File: src/rtl/fetch_opcode.sv
// Instruction-byte fetch stage: reads prefix/opcode, register or page postbyte,
// and indexed postbyte from the byte bus, then presents them registered with the next PC.
module fetch_opcode #(
  parameter logic [7:0] RESET_OPCODE = 8'h12
) (
  input  logic        cpu_clk,
  input  logic        cpu_reset,
  input  logic        start_i,
  input  logic [15:0] pc_i,
  output logic [15:0] mem_addr_o,
  output logic        mem_rd_o,
  input  logic [7:0]  mem_data_i,
  input  logic        mem_ack_i,
  output logic [7:0]  opcode_o,
  output logic [7:0]  postbyte0_o,
  output logic        page2_valid_o,
  output logic        page3_valid_o,
  output logic [7:0]  eapostbyte_o,
  output logic [15:0] pc_next_o,
  output logic        busy_o,
  output logic        done_o
);

  localparam int unsigned AW = 16;
  localparam int unsigned DW = 8;

  typedef enum logic [2:0] {IDLE, F_OP, F_PB, F_EA, DONE} state_t;

  state_t          state_q, state_d;
  logic [AW-1:0]   addr_d, pc_next_d;
  logic [DW-1:0]   opcode_d, pb0_d, ea_d;
  logic            p2_d, p3_d;
  logic            paged_q, paged_d;
  logic            page3_q, page3_d;
  logic            rd_d, busy_d, done_d;
  logic            op_is_prefix, op_is_regpb, op_is_ea, pb_is_ea;

  // Opcode classification of the byte currently on the bus
  always_comb begin
    op_is_prefix = (mem_data_i == 8'h10) || (mem_data_i == 8'h11);
    op_is_regpb  = (mem_data_i == 8'h1E) || (mem_data_i == 8'h1F) ||
                   (mem_data_i[7:2] == 6'b0011_01);
    op_is_ea     = (mem_data_i[7:2] == 6'b0011_00) || (mem_data_i[7:4] == 4'h6) ||
                   (mem_data_i[7:4] == 4'hA) || (mem_data_i[7:4] == 4'hE);
    pb_is_ea     = (mem_data_i[7:4] == 4'hA) || (mem_data_i[7:4] == 4'hE);
  end

  // Next-state and next-output logic
  always_comb begin
    state_d   = state_q;
    addr_d    = mem_addr_o;
    opcode_d  = opcode_o;
    pb0_d     = postbyte0_o;
    ea_d      = eapostbyte_o;
    p2_d      = page2_valid_o;
    p3_d      = page3_valid_o;
    paged_d   = paged_q;
    page3_d   = page3_q;
    pc_next_d = pc_next_o;
    rd_d      = 1'b0;
    busy_d    = 1'b0;
    done_d    = 1'b0;

    case (state_q)
      IDLE: begin
        if (start_i) begin
          addr_d  = pc_i;
          p2_d    = 1'b0;
          p3_d    = 1'b0;
          pb0_d   = '0;
          ea_d    = '0;
          paged_d = 1'b0;
          page3_d = 1'b0;
          state_d = F_OP;
        end
      end
      F_OP: begin
        if (mem_ack_i) begin
          opcode_d = mem_data_i;
          addr_d   = mem_addr_o + AW'(1);
          if (op_is_prefix) begin
            paged_d = 1'b1;
            page3_d = mem_data_i[0];
            state_d = F_PB;
          end else if (op_is_regpb) begin
            paged_d = 1'b0;
            state_d = F_PB;
          end else if (op_is_ea) begin
            state_d = F_EA;
          end else begin
            state_d = DONE;
          end
        end
      end
      F_PB: begin
        if (mem_ack_i) begin
          addr_d = mem_addr_o + AW'(1);
          if (paged_q && op_is_prefix) begin
            // Repeated prefix: the last one seen selects the page
            page3_d  = mem_data_i[0];
            opcode_d = mem_data_i;
          end else if (paged_q) begin
            pb0_d   = mem_data_i;
            p2_d    = ~page3_q;
            p3_d    = page3_q;
            state_d = pb_is_ea ? F_EA : DONE;
          end else begin
            pb0_d   = mem_data_i;
            state_d = DONE;
          end
        end
      end
      F_EA: begin
        if (mem_ack_i) begin
          ea_d    = mem_data_i;
          addr_d  = mem_addr_o + AW'(1);
          state_d = DONE;
        end
      end
      DONE: state_d = IDLE;
      default: state_d = IDLE;
    endcase

    rd_d   = (state_d == F_OP) || (state_d == F_PB) || (state_d == F_EA);
    busy_d = (state_d != IDLE);
    done_d = (state_d == DONE);
    if (state_d == DONE) pc_next_d = addr_d;
  end

  // State and registered outputs
  always_ff @(posedge cpu_clk) begin
    if (cpu_reset) begin
      state_q       <= IDLE;
      mem_addr_o    <= '0;
      mem_rd_o      <= 1'b0;
      opcode_o      <= RESET_OPCODE;
      postbyte0_o   <= '0;
      page2_valid_o <= 1'b0;
      page3_valid_o <= 1'b0;
      eapostbyte_o  <= '0;
      pc_next_o     <= '0;
      busy_o        <= 1'b0;
      done_o        <= 1'b0;
      paged_q       <= 1'b0;
      page3_q       <= 1'b0;
    end else begin
      state_q       <= state_d;
      mem_addr_o    <= addr_d;
      mem_rd_o      <= rd_d;
      opcode_o      <= opcode_d;
      postbyte0_o   <= pb0_d;
      page2_valid_o <= p2_d;
      page3_valid_o <= p3_d;
      eapostbyte_o  <= ea_d;
      pc_next_o     <= pc_next_d;
      busy_o        <= busy_d;
      done_o        <= done_d;
      paged_q       <= paged_d;
      page3_q       <= page3_d;
    end
  end

endmodule

File: config.mk
export PLATFORM = sky130hd
export DESIGN_NAME = fetch_opcode
export DESIGN_NICKNAME = d
export VERILOG_FILES = /design/src/rtl/fetch_opcode.sv
export SDC_FILE = /design/constraint.sdc
export NUM_CORES = 1
export LEC_CHECK = 0
export BUFFER_PORTS_ARGS = -buffer_cell sky130_fd_sc_hd__buf_2
export CORE_AREA = 5 5 83 85
export CTS_CLUSTER_SIZE = 40
export DETAILED_ROUTE_END_ITERATION = 8
export DIE_AREA = 0 0 88 90
export HOLD_SLACK_MARGIN = 0.06
export MAX_ROUTING_LAYER = met4
export PLACE_DENSITY = 0.95
export SLEW_MARGIN = 20
export SYNTH_ARGS = -nofsm -noshare
export SYNTH_HDL_FRONTEND = slang
export SYNTH_SLANG_ARGS = --single-unit
File: constraint.sdc
create_clock -name cpu_clk -period 5.54 [get_ports cpu_clk]
set_input_delay 1.662 -clock cpu_clk [delete_from_list [all_inputs] [get_ports cpu_clk]]
set_output_delay 1.662 -clock cpu_clk [all_outputs]
set_load 0.02 [all_outputs]
# == Word-level counts from Yosys, hierarchy flattened ==
# Index checks and enable logic that the tools add are counted.
# W data, S select, Z words.
# op_classes
mux,41
n_bitwise,1
add_sub_neg,1
n_reduce_logical,24
eq_ne,25
# ops
cell,n
$mux W8,6
$pmux W8 S2,3
$eq A8 B5 Y1 const B,4
$mux W16,2
$pmux W16 S2,1
$mux W3,10
$add A16 B1 Y16 const B,1
$ne A2 B2 Y1 const B,8
$mux W1,14
$eq A3 B2 Y1 const B,4
$eq A6 B4 Y1 const B,2
$pmux W3 S4,1
$reduce_and A4 Y1,3
$logic_or A1 B1 Y1,9
$eq A4 B4 Y1 const B,2
$reduce_bool A2 Y1,4
$eq A3 B1 Y1 const B,2
$pmux W1 S2,3
$reduce_and A6 Y1,1
$reduce_bool A3 Y1,2
$reduce_and A5 Y1,1
$eq A4 B3 Y1 const B,1
$eq A3 B3 Y1 const B,1
$logic_not A3 Y1,1
other kinds (6),6
# totals
word_cells,105
ff_bits,66

# == Depth between registers and ports, before layout ==
# Gate-level depths: netlist (run 1).
# depth
depth_word,12
ltp_mapped,8

# == Worst setup path after synthesis (run 1) ==
# OpenSTA, ideal clock, no wires.
# synth_timing
path_type,input to register
from,input mem_data_i[7]
to,register pc_next_o[11]
t_arrival_ns,3.114
setup_time_ns,0.121
slack_ns,2.304
stages,7
path_cell_list,buf_4 -> or3b_4 -> o21ai_2 -> a32oi_4 -> nand2_4 -> buf_8 -> mux2_4
# synth_between
elab_chain_len,10
elab_cells_between_ends,27
cone_classes,eq/ne (10); mux (9); reduce/logical (8)
# synth_rtl
item,line,source
from (decl),12,"input logic [7:0] mem_data_i,"
$eq A6 B4 Y1 or $eq A4 B3 Y1 (tied branches),43,op_is_ea = (mem_data_i[7:2] == 6'b0011_00) || (mem_data_i[7:4] == 4'h6) ||
$logic_or A1 B1 Y1 (2 in series),43,
$logic_or A1 B1 Y1,44,(mem_data_i[7:4] == 4'hA) || (mem_data_i[7:4] == 4'hE);
$mux W3,88,end else if (op_is_ea) begin
$mux W3,85,end else if (op_is_regpb) begin
$mux W3,81,if (op_is_prefix) begin
$mux W3,78,if (mem_ack_i) begin
$pmux W3 S4 (*),64,case (state_q)
$eq A3 B3 Y1 (*),127,if (state_d == DONE) pc_next_d = addr_d;
to (signal assigned),155,pc_next_o <= pc_next_d;
to (decl),19,"output logic [15:0] pc_next_o,"
# Mark *: on every way between the ends. The rest lies on a longest branch, timed or not.
# A chain may end at the register's enable or synchronous reset.

# == Final worst setup path (run 1) ==
# layout_timing
from,input mem_data_i[5]
to,register opcode_o[1]
# layout_between
elab_chain_len,5
elab_cells_between_ends,6
cone_classes,eq/ne (3); reduce/logical (3)
# layout_rtl
item,line,source
$eq A8 B5 Y1,40,op_is_prefix = (mem_data_i == 8'h10) || (mem_data_i == 8'h11);
$logic_or A1 B1 Y1 (*),40,
$logic_and A1 B1 Y1 (*),98,if (paged_q && op_is_prefix) begin
$ne A2 B2 Y1 (no source line) (*),-,
$reduce_and A4 Y1 (no source line) (*),-,
to (signal assigned),150,opcode_o <= opcode_d;
to (decl),14,"output logic [7:0] opcode_o,"
# Marks and branches as above.

==> results of run 1 <==
==> power groups by stage <==
stage	Clock, mW	Combinational, mW	Sequential (mW)
floorplan	0	0.117	0.556
global placement	0	0.185	0.536
detailed placement	0	0.190	0.538
CTS	0.406	0.191	0.527
global route	0.424	0.208	0.532
finish	0.401	0.192	0.528
==> synth_stat cells (2+ instances only) <==
master / instances
dfxtp_1: 66
nor2_1: 49
nor2b_1: 23
nand2_1: 14
mux2i_1: 13
a31oi_1: 12
a21oi_1: 10
a22oi_1: 9
nor3_1: 9
buf_2: 8
inv_1: 8
nand3_1: 8
clkbuf_1: 7
mux2_2: 7
mux2_4: 6
nand2b_1: 6
nand4_1: 6
o221ai_1: 5
a311oi_1: 4
and3_1: 4
buf_6: 4
nor3b_1: 4
o221a_2: 4
o31ai_1: 4
a211o_1: 3
a211oi_1: 3
a221oi_1: 3
and4_1: 3
buf_4: 3
o21a_1: 3
o21ai_0: 3
o21bai_1: 3
buf_1: 2
nor3_2: 2
o21ai_2: 2
==> path summary, 6_finish.rpt <==
check / from / endpoint / slack (ns) / depth (start not counted)
hold reg to reg: page2_valid_o / page2_valid_o / 0.47 / 2
hold / removal: page2_valid_o / page2_valid_o / 0.47 / 2
setup reg to reg: state_q[2] / pc_next_o[2] / 3.14 / 5
setup / recovery: mem_data_i[5] / opcode_o[1] / 2.20 / 6
==> cell usage in the layout (no fill, tap or decap), types with 9 or more instances in the layout <==
master     n
clkbuf_8   9
nor2_1    49
dfxtp_1   66
nand2_1   14
nor2b_1   23
a21oi_1   10
a22oi_1    9
buf_2     88
mux2i_1   13
nor3_1     9
a31oi_1   12
==> cells by family (layout without fill, tap and decap cells) <==
kind of cell | after synthesis | count (layout) | synth area share [%]
AND/OR/NAND/NOR | 144 | 144 | 24.7
AO/OA/AOI/OAI | 84 | 84 | 21.1
flip-flops | 66 | 66 | 39.4
buffers and inverters | 33 | 113 | 5.55
multiplexers | 26 | 26 | 8.91
adder cells (fa/ha/maj) | 1 | 1 | 0.373
==> per-layer routing <==
metal	vias up	wire length (um)
met5	-	0
met4	0	257
met3	22	698
met2	161	4180
met1	1445	3640
li1	1460	-
==> layout make-up <==
cell class | count | area, um2 | share of cell area, %
Sequential cell | 66 | 1320 | 33.6
Clock inverter | 7 | 68.8 | 1.75
Inverter | 8 | 30.0 | 0.763
Tap cell | 77 | 96.3 | 2.45
Clock buffer | 9 | 124 | 3.15
Multi-Input combinational cell | 255 | 1850 | 47.0
Timing Repair Buffer | 89 | 448 | 11.4
==> through the flow <==
stage                     total power [mW]  std cells
after floorplan                      0.672        354
after global placement               0.720        495
after detailed placement             0.728        495
after CTS                             1.12        511
after global routing                  1.16        511
final                                 1.12        511
==> registers in the layout, indices dropped and copies added, names as in the netlist <==
register,count
page3_q,1
done_o,1
pc_next_o,16
eapostbyte_o,8
mem_addr_o,16
busy_o,1
state_q,3
mem_rd_o,1
postbyte0_o,8
opcode_o,8
page3_valid_o,1
paged_q,1
page2_valid_o,1
==> critical path, stage by stage <==
cell      delay [ns]
buf_2           0.18
nor4b_4         0.43
nand3_1         0.18
o21bai_1        0.74
mux2i_1         0.28
nand2_1         0.07
==> flow_metrics.env, run 1 <==
export IMPL_synth_top_cells_by_area="dfxtp_1 (39%), nor2_1 (5.5%), nor2b_1 (4.3%)"
export IMPL_synthToLayoutAreaGrowth_pct=17.3
export IMPL_dr_first_iter_drc_count=163
export IMPL_syn_area_per_cell_um2=9.48
export IMPL_viasPerCell=6.04
export IMPL_cts_htree_levels=3
export IMPL_netSwitchingPower_uw=342
export IMPL_slew_of_the_pin_with_the_lowest_slew_margin_ns=1.03
export IMPL_die_height_um=90
export IMPL_final_fill_count=507
export IMPL_grt_pass1_vias=3010
export IMPL_floorplan_initialDensity_pct=54.7
export IMPL_antenna_violating_nets_post_route=0
export IMPL_vias=3088
export IMPL_dp_slack_ns=1.87
export IMPL_route_final_wire_length_um=8780
export IMPL_number_of_buffers_created_by_cts=9
export IMPL_post_synth_top_area_fraction_pct=39.4
export IMPL_design_final_nets=458
export IMPL_totalNegativeSetupSlack_ns=0
export IMPL_top_usage_layer="met2"
export IMPL_timing_final_hold_violations=0
export IMPL_finalCritPeriodShare_pct=60.3
export IMPL_p_leak_nw=1.66
export IMPL_syn_inst=354
export IMPL_holdCritPathClass="reg -> reg"
export IMPL_placedInstanceArea_um2=3740
export IMPL_dieWidth_um=88
export IMPL_postSynth_topFlopCell="dfxtp_1"
export IMPL_met3_track_demand_over_resource_pct=3.84
export IMPL_crit_fanout=10
export IMPL_numClockSinks=66
export IMPL_synth_yosys_warnings=0
export IMPL_synth_async_sr_flop_share_pct=0
export IMPL_fmax_mhz=299
export IMPL_insertedDiodeCount=0
export IMPL_grt_overflow_total=0
export IMPL_clock_power_share_pct=35.8
export IMPL_postSynthRegisterBits=66
export IMPL_io_pins=89
export IMPL_grt_first_pass_wirelength_um=14200
export IMPL_groute_usage_overall_pct=23.0
export IMPL_grt_met2_usage_pct=36.7
export IMPL_io_buffer_count=88
export IMPL_finalSetupViolations=0
export IMPL_crit_arrival_ns=3.56
export IMPL_outcome="finished clean"
export IMPL_period_needed_ns=3.34
export IMPL_power_combinational_fraction_pct=17.1
export IMPL_final_max_tran_viols=0
export IMPL_part_of_the_yosys_area_used_for_sequential_elements_pct=39.4
export IMPL_power_share_sequential_pct=47.1
export IMPL_placeable_core_region_um2=6130
export IMPL_synth_cell_area_um2=3360
export IMPL_post_route_cells_drive_above_1_share_pct=32.9
export IMPL_fin_hold_ws_ns=0.468
export IMPL_clock_tree_buffer_depth=2
export IMPL_holdBufCountCts=0
export IMPL_power_internal_uw=778
export IMPL_drt_drc_violations_left=0
export IMPL_clk_root_buffer_cell="clkbuf_8"
export IMPL_initial_antenna_violation_count=0
export IMPL_synth_edff_count=0
export IMPL_num_rows=29
export IMPL_stdcell_area_um2=3940
export IMPL_power_density_nw_per_um2=285
export IMPL_worst_skew_pair_late_latency_ns=0.35
export IMPL_detailedPlacementHpwl_um=6220
export IMPL_maximum_number_of_pins_on_one_net_before_global_route_repair=55
export IMPL_finalWorstSetupSlack_ns=2.20
export IMPL_utilization_pct=64.2
export IMPL_post_cts_resize_count=0
export IMPL_clk_pin_slew_worst_paths_ns=0.07
export IMPL_design_die_area_um2=7920
export IMPL_yosys_area_top_type="dfxtp_1"
export IMPL_detail_route_first_pass_iterations=5
export IMPL_maxCapViolCount=0
export IMPL_switching_share_of_total_power_pct=30.5
export IMPL_mappedNetlistNets=383
export IMPL_maximum_vdd_ir_drop_uv=198
export IMPL_gp_congestion=0.903
export IMPL_worstSetupPathType="in -> reg"
export IMPL_finalClockSkew_ns=0.0101
export IMPL_worst_slew_margin_relative_to_its_limit_pct=31.2
export IMPL_gr_usage_met1_pct=27.6
export IMPL_wl_per_cell_um=17.2
export IMPL_synth_distinct_cells=69
export IMPL_worst_setup_ep_type="register"
export IMPL_grt_setup_unrepaired="false"
export IMPL_post_cts_setup_buffers=0
export IMPL_cts_tree="built"
export IMPL_cp_required_ns=5.76
export IMPL_start_kind="input pin"
Note: power is estimated with default switching activity, not from simulation.
==> inputs of run 2 (changes only) <==
Settings changed: CORE_AREA 5 5 83 85 to 5 5 86 88, DIE_AREA 0 0 88 90 to 0 0 91 93, PLACE_DENSITY 0.95 to 0.91.
Clock period 5.54 ns to 3.3 ns, I/O delays scaled along.
==> run 2 against run 1 <==
  * Non-clock buffer count rose by 3
  * Total power rose by 61%
  * Critical path depth did not move
  * Critical path type unchanged
  * Largest power group unchanged
==> flow_metrics.env, run 2 (synthesis results as in run 1) <==
export IMPL_post_cts_resize_count=0
export IMPL_outcome="finished clean"
export IMPL_post_cts_setup_buffers=0
export IMPL_p_leak_nw=1.66
export IMPL_placeable_core_region_um2=6570
export IMPL_clk_root_buffer_cell="clkbuf_8"
export IMPL_finalCritPeriodShare_pct=77.1
export IMPL_grt_setup_unrepaired="false"
export IMPL_maximum_number_of_pins_on_one_net_before_global_route_repair=54
export IMPL_totalNegativeSetupSlack_ns=0
export IMPL_design_final_nets=461
export IMPL_period_needed_ns=2.55
export IMPL_die_height_um=93
export IMPL_timing_final_hold_violations=0
export IMPL_maximum_vdd_ir_drop_uv=275
export IMPL_fmax_mhz=393
export IMPL_floorplan_initialDensity_pct=51.1
export IMPL_viasPerCell=6.06
export IMPL_crit_arrival_ns=2.76
export IMPL_io_buffer_count=88
export IMPL_number_of_buffers_created_by_cts=9
export IMPL_final_fill_count=568
export IMPL_vias=3127
export IMPL_final_common_cell="buf_2"
export IMPL_initial_antenna_violation_count=0
export IMPL_post_route_cells_drive_above_1_share_pct=33.3
export IMPL_route_final_wire_length_um=8880
export IMPL_worst_skew_pair_late_latency_ns=0.34
export IMPL_worst_setup_ep_type="register"
export IMPL_dieWidth_um=91
export IMPL_grt_overflow_total=0
export IMPL_cts_tree="built"
export IMPL_detailedPlacementHpwl_um=6380
export IMPL_gp_congestion=0.860
export IMPL_crit_fanout=10
export IMPL_groute_usage_overall_pct=21.9
export IMPL_drt_drc_violations_left=0
export IMPL_clk_pin_slew_worst_paths_ns=0.07
export IMPL_wl_per_cell_um=17.2
export IMPL_clock_tree_buffer_depth=2
export IMPL_worstSetupPathType="in -> reg"
export IMPL_dr_first_iter_drc_count=157
export IMPL_finalSetupViolations=0
export IMPL_insertedDiodeCount=0
export IMPL_finalClockSkew_ns=0.00844
export IMPL_slew_of_the_pin_with_the_lowest_slew_margin_ns=0.898
export IMPL_fin_hold_ws_ns=0.473
export IMPL_cts_htree_levels=3
export IMPL_io_pins=89
export IMPL_grt_first_pass_wirelength_um=14900
export IMPL_start_kind="input pin"
export IMPL_worst_slew_margin_relative_to_its_limit_pct=40.0
export IMPL_power_density_nw_per_um2=457
export IMPL_final_max_tran_viols=0
export IMPL_synthToLayoutAreaGrowth_pct=17.4
export IMPL_reg_top3="mem_addr_o: 16 flops, pc_next_o: 16 flops"
export IMPL_holdCritPathClass="reg -> reg"
export IMPL_numClockSinks=66
export IMPL_most_common_layout_cells="buf_2 (88), dfxtp_1 (66), nor2_1 (49)"
export IMPL_num_rows=30
export IMPL_holdBufCountCts=0
export IMPL_cp_required_ns=3.51
export IMPL_design_die_area_um2=8460
export IMPL_detail_route_first_pass_iterations=4
export IMPL_grt_pass1_vias=3058
export IMPL_maxCapViolCount=0
export IMPL_antenna_violating_nets_post_route=0
[run 2: cell types whose count changed in the layout (fill, tap and decap cells not counted), sizes merged]
cell,before,now
bufinv,1,0
clkbuf,9,10
clkinvlp,2,1
inv,9,8
clkinv,3,4
buf,89,92
[run 2: area by class of cell]
type,count,area (um2),share of cell area (%)
multi-input combinational,255,1850,46.9
sequential,66,1320,33.5
timing repair buffer,92,470,11.9
clock buffer,10,138,3.49
tap,80,100,2.54
clock inverter,5,31.3,0.794
inverter,8,30.0,0.762
[run 2: worst max-delay path: stages]
cell and delay, ns:
buf_2 0.18, nor4b_4 0.29, nand3_1 0.16, o21bai_1 0.75, mux2i_1 0.30, nand2_1 0.07
[run 2: power by group]
group	switching [mW]	total [mW]	internal [mW]	leakage, nW
Combinational	0.202	0.326	0.124	1.04
Sequential	0.0470	0.884	0.837	0.538
Clock	0.304	0.590	0.286	0.0879
Total	0.553	1.80	1.25	1.66
[run 2: final timing paths]
| kind | start | end | cells after the start | slack [ns] |
|---|---|---|---|---|
| worst max-delay path | mem_data_i[5] | opcode_o[1] | 6 | 0.75 |
| worst min register to register | page2_valid_o | page2_valid_o | 2 | 0.47 |
| worst max register to register | state_q[0] | opcode_o[1] | 5 | 1.07 |
| worst min-delay path | page2_valid_o | page2_valid_o | 2 | 0.47 |
[run 2: metal layers]
| metal | global-route usage (%) | vias to the layer above | wire (um) |
|---|---|---|---|
| met5 | - | - | 0 |
| met4 | 7.21 | 0 | 112 |
| met3 | 6.11 | 12 | 641 |
| met2 | 36.1 | 133 | 4410 |
| met1 | 26.1 | 1522 | 3720 |
| li1 | - | 1460 | - |
[run 2: through the flow]
step | worst slack (ns) | total power, mW | cell area, um2 | instances | utilization [%]
2_1_floorplan | 0.736 | 1.13 | 3360 | 354 | -
6_report | 0.754 | 1.80 | 3940 | 516 | 60.0
5_1_grt | 0.608 | 1.88 | 3940 | 516 | 60.0
3_5_place_dp | 0.435 | 1.23 | 3770 | 501 | 57.4
3_3_place_gp | 0.493 | 1.21 | 3770 | 501 | 57.4
4_1_cts | 0.785 | 1.81 | 3940 | 516 | 60.0
==> inputs of run 3 (changes only) <==
Clock period 3.3 ns to 2.7 ns, I/O delays scaled along.
==> run 3 against run 2 <==
  * Worst setup slack worse by 0.27 ns
  * Wire length about the same
  * Total power up 29%
  * Clock power up 43%
  * Largest cell class unchanged
  * Via count down 3.1%
  * Critical path type unchanged
  * Sequential share of layout area down 0.41 points
  * Sequential power up 22%
  * Flip-flop and latch count unchanged
  * Utilization up 0.74 points
  * Die area unchanged
  * Design area up 1.2%
  * First-iteration DRC count up 6.4%
==> flow_metrics.env, run 3 (synthesis results as in run 1) <==
export IMPL_placeable_core_region_um2=6570
export IMPL_maximum_number_of_pins_on_one_net_before_global_route_repair=54
export IMPL_fmax_mhz=451
export IMPL_reg_top3="mem_addr_o: 16 flops, pc_next_o: 16 flops"
export IMPL_initial_antenna_violation_count=0
export IMPL_floorplan_initialDensity_pct=51.1
export IMPL_finalSetupViolations=0
export IMPL_clock_tree_buffer_depth=2
export IMPL_final_common_cell="buf_2"
export IMPL_vias=3031
export IMPL_drt_drc_violations_left=0
export IMPL_grt_overflow_total=0
export IMPL_crit_arrival_ns=2.45
export IMPL_power_internal_mw=1.63
export IMPL_final_max_tran_viols=0
export IMPL_gp_congestion=0.884
export IMPL_design_die_area_um2=8460
export IMPL_num_rows=30
export IMPL_io_pins=89
export IMPL_dieWidth_um=91
export IMPL_holdBufCountCts=0
export IMPL_worst_r2r_path_depth=5
export IMPL_clk_pin_slew_worst_paths_ns=0.08
export IMPL_post_route_cells_drive_above_1_share_pct=33.7
export IMPL_synthToLayoutAreaGrowth_pct=18.8
export IMPL_timing_final_hold_violations=0
export IMPL_start_kind="input pin"
export IMPL_finalClockSkew_ns=0.0147
export IMPL_cts_htree_levels=3
export IMPL_maximum_vdd_ir_drop_uv=431
export IMPL_worst_path_buf_inv=1
export IMPL_detailedPlacementHpwl_um=6380
export IMPL_period_needed_ns=2.22
export IMPL_number_of_buffers_created_by_cts=9
export IMPL_route_final_wire_length_um=8880
export IMPL_p_leak_nw=1.69
export IMPL_grt_setup_unrepaired="false"
export IMPL_die_height_um=93
export IMPL_worst_slew_margin_relative_to_its_limit_pct=50.7
export IMPL_maxCapViolCount=0
export IMPL_crit_fanout=17
export IMPL_power_density_nw_per_um2=583
export IMPL_slew_of_the_pin_with_the_lowest_slew_margin_ns=0.739
export IMPL_grt_first_pass_wirelength_um=14500
export IMPL_design_final_nets=463
export IMPL_outcome="finished clean"
export IMPL_insertedDiodeCount=0
export IMPL_dr_first_iter_drc_count=167
export IMPL_totalNegativeSetupSlack_ns=0
export IMPL_worstSetupPathType="in -> reg"
export IMPL_slowest_cell_delay_on_critical_path_ns=0.44
export IMPL_cp_required_ns=2.93
export IMPL_post_cts_setup_buffers=0
export IMPL_final_fill_count=565
export IMPL_detail_route_first_pass_iterations=6
export IMPL_dp_slack_ns=0.129
export IMPL_holdCritPathClass="reg -> reg"
export IMPL_finalCritPeriodShare_pct=82.2
export IMPL_most_common_layout_cells="buf_2 (88), dfxtp_1 (66), nor2_1 (49)"
export IMPL_switching_share_of_total_power_pct=29.8
export IMPL_crit_path_top_delay_cell="nor4b_4"
export IMPL_finalWorstSetupSlack_ns=0.481
export IMPL_power_share_sequential_pct=46.5
export IMPL_grt_pass1_vias=2980
export IMPL_viasPerCell=5.84
export IMPL_worst_setup_ep_type="register"
export IMPL_power_combinational_fraction_pct=17.3
export IMPL_crit_path_depth=6
export IMPL_hold_depth=2
export IMPL_clk_root_buffer_cell="clkbuf_8"
export IMPL_antenna_violating_nets_post_route=0
export IMPL_worst_skew_pair_late_latency_ns=0.35
export IMPL_io_buffer_count=88
export IMPL_clock_power_share_pct=36.2
export IMPL_groute_usage_overall_pct=21.5
export IMPL_netSwitchingPower_uw=693
export IMPL_cells_along_the_critical_path="buf_2 > nor4b_4 > a31oi_4 > o2bb2ai_4 > nand2_4 > mux2_2"
export IMPL_post_cts_resize_count=0
export IMPL_numClockSinks=66
export IMPL_wl_per_cell_um=17.1
export IMPL_cell_type_group_with_the_largest_total_delay_on_the_critical_path="simple AND/OR/NAND/NOR gates"
export IMPL_cts_tree="built"
[run 3: cell types whose count changed in the layout (fill, tap and decap cells not counted), sizes merged]
cell    previous run  this run
buf               92        94
bufinv             0         1
inv                8         9
clkinv             4         3
[run 3: layout make-up]
type | count | area (um2) | area share [%]
Timing Repair Buffer | 94 | 485 | 12.2
Multi-Input combinational cell | 255 | 1850 | 46.4
Clock inverter | 6 | 65.1 | 1.63
Inverter | 8 | 30.0 | 0.753
Tap cell | 80 | 100 | 2.51
Sequential cell | 66 | 1320 | 33.1
Clock buffer | 10 | 138 | 3.45
[run 3: power by group through the flow]
stage,Sequential [mW],Clock [mW],Combinational [mW]
after floorplan,1.14,0,0.240
after global placement,1.10,0,0.391
after detailed placement,1.10,0,0.401
after CTS,1.08,0.859,0.402
after global routing,1.09,0.900,0.438
final,1.08,0.842,0.402
[run 3: through the flow]
step | instance area (um2) | hold slack [ns] | utilization, % | total power, mW | cells
after floorplan | 3360 | 0.442 | - | 1.38 | 354
after global placement | 3790 | 0.448 | 57.6 | 1.49 | 503
after detailed placement | 3790 | 0.464 | 57.6 | 1.50 | 503
after CTS | 3990 | 0.475 | 60.7 | 2.34 | 519
after global routing | 3990 | 0.490 | 60.7 | 2.42 | 519
final | 3990 | 0.470 | 60.7 | 2.32 | 519
[run 3: metal layers]
metal | up-vias | routed length, um | GRT usage, %
met3 | 17 | 736 | 6.11
li1 | 1459 | - | -
met5 | - | 0 | -
met2 | 135 | 4340 | 35.0
met1 | 1420 | 3670 | 25.9
met4 | 0 | 136 | 6.60
[run 3: worst reg2reg max path, delay by kind of cell (launching register included)]
| family | cells | cell delay (ns) |
|---|---|---|
| flops | 1 | 0.80 |
| mux | 1 | 0.21 |
| compound gates | 1 | 0.34 |
| simple gates | 3 | 0.81 |
[run 3: worst paths after layout]
| check | end | slack [ns] | startpoint |
|---|---|---|---|
| hold / removal | page3_valid_o | 0.47 | page3_valid_o |
| hold reg to reg | page3_valid_o | 0.47 | page3_valid_o |
| setup reg to reg | pc_next_o[9] | 0.50 | state_q[1] |
| setup / recovery | pc_next_o[0] | 0.48 | mem_data_i[7] |
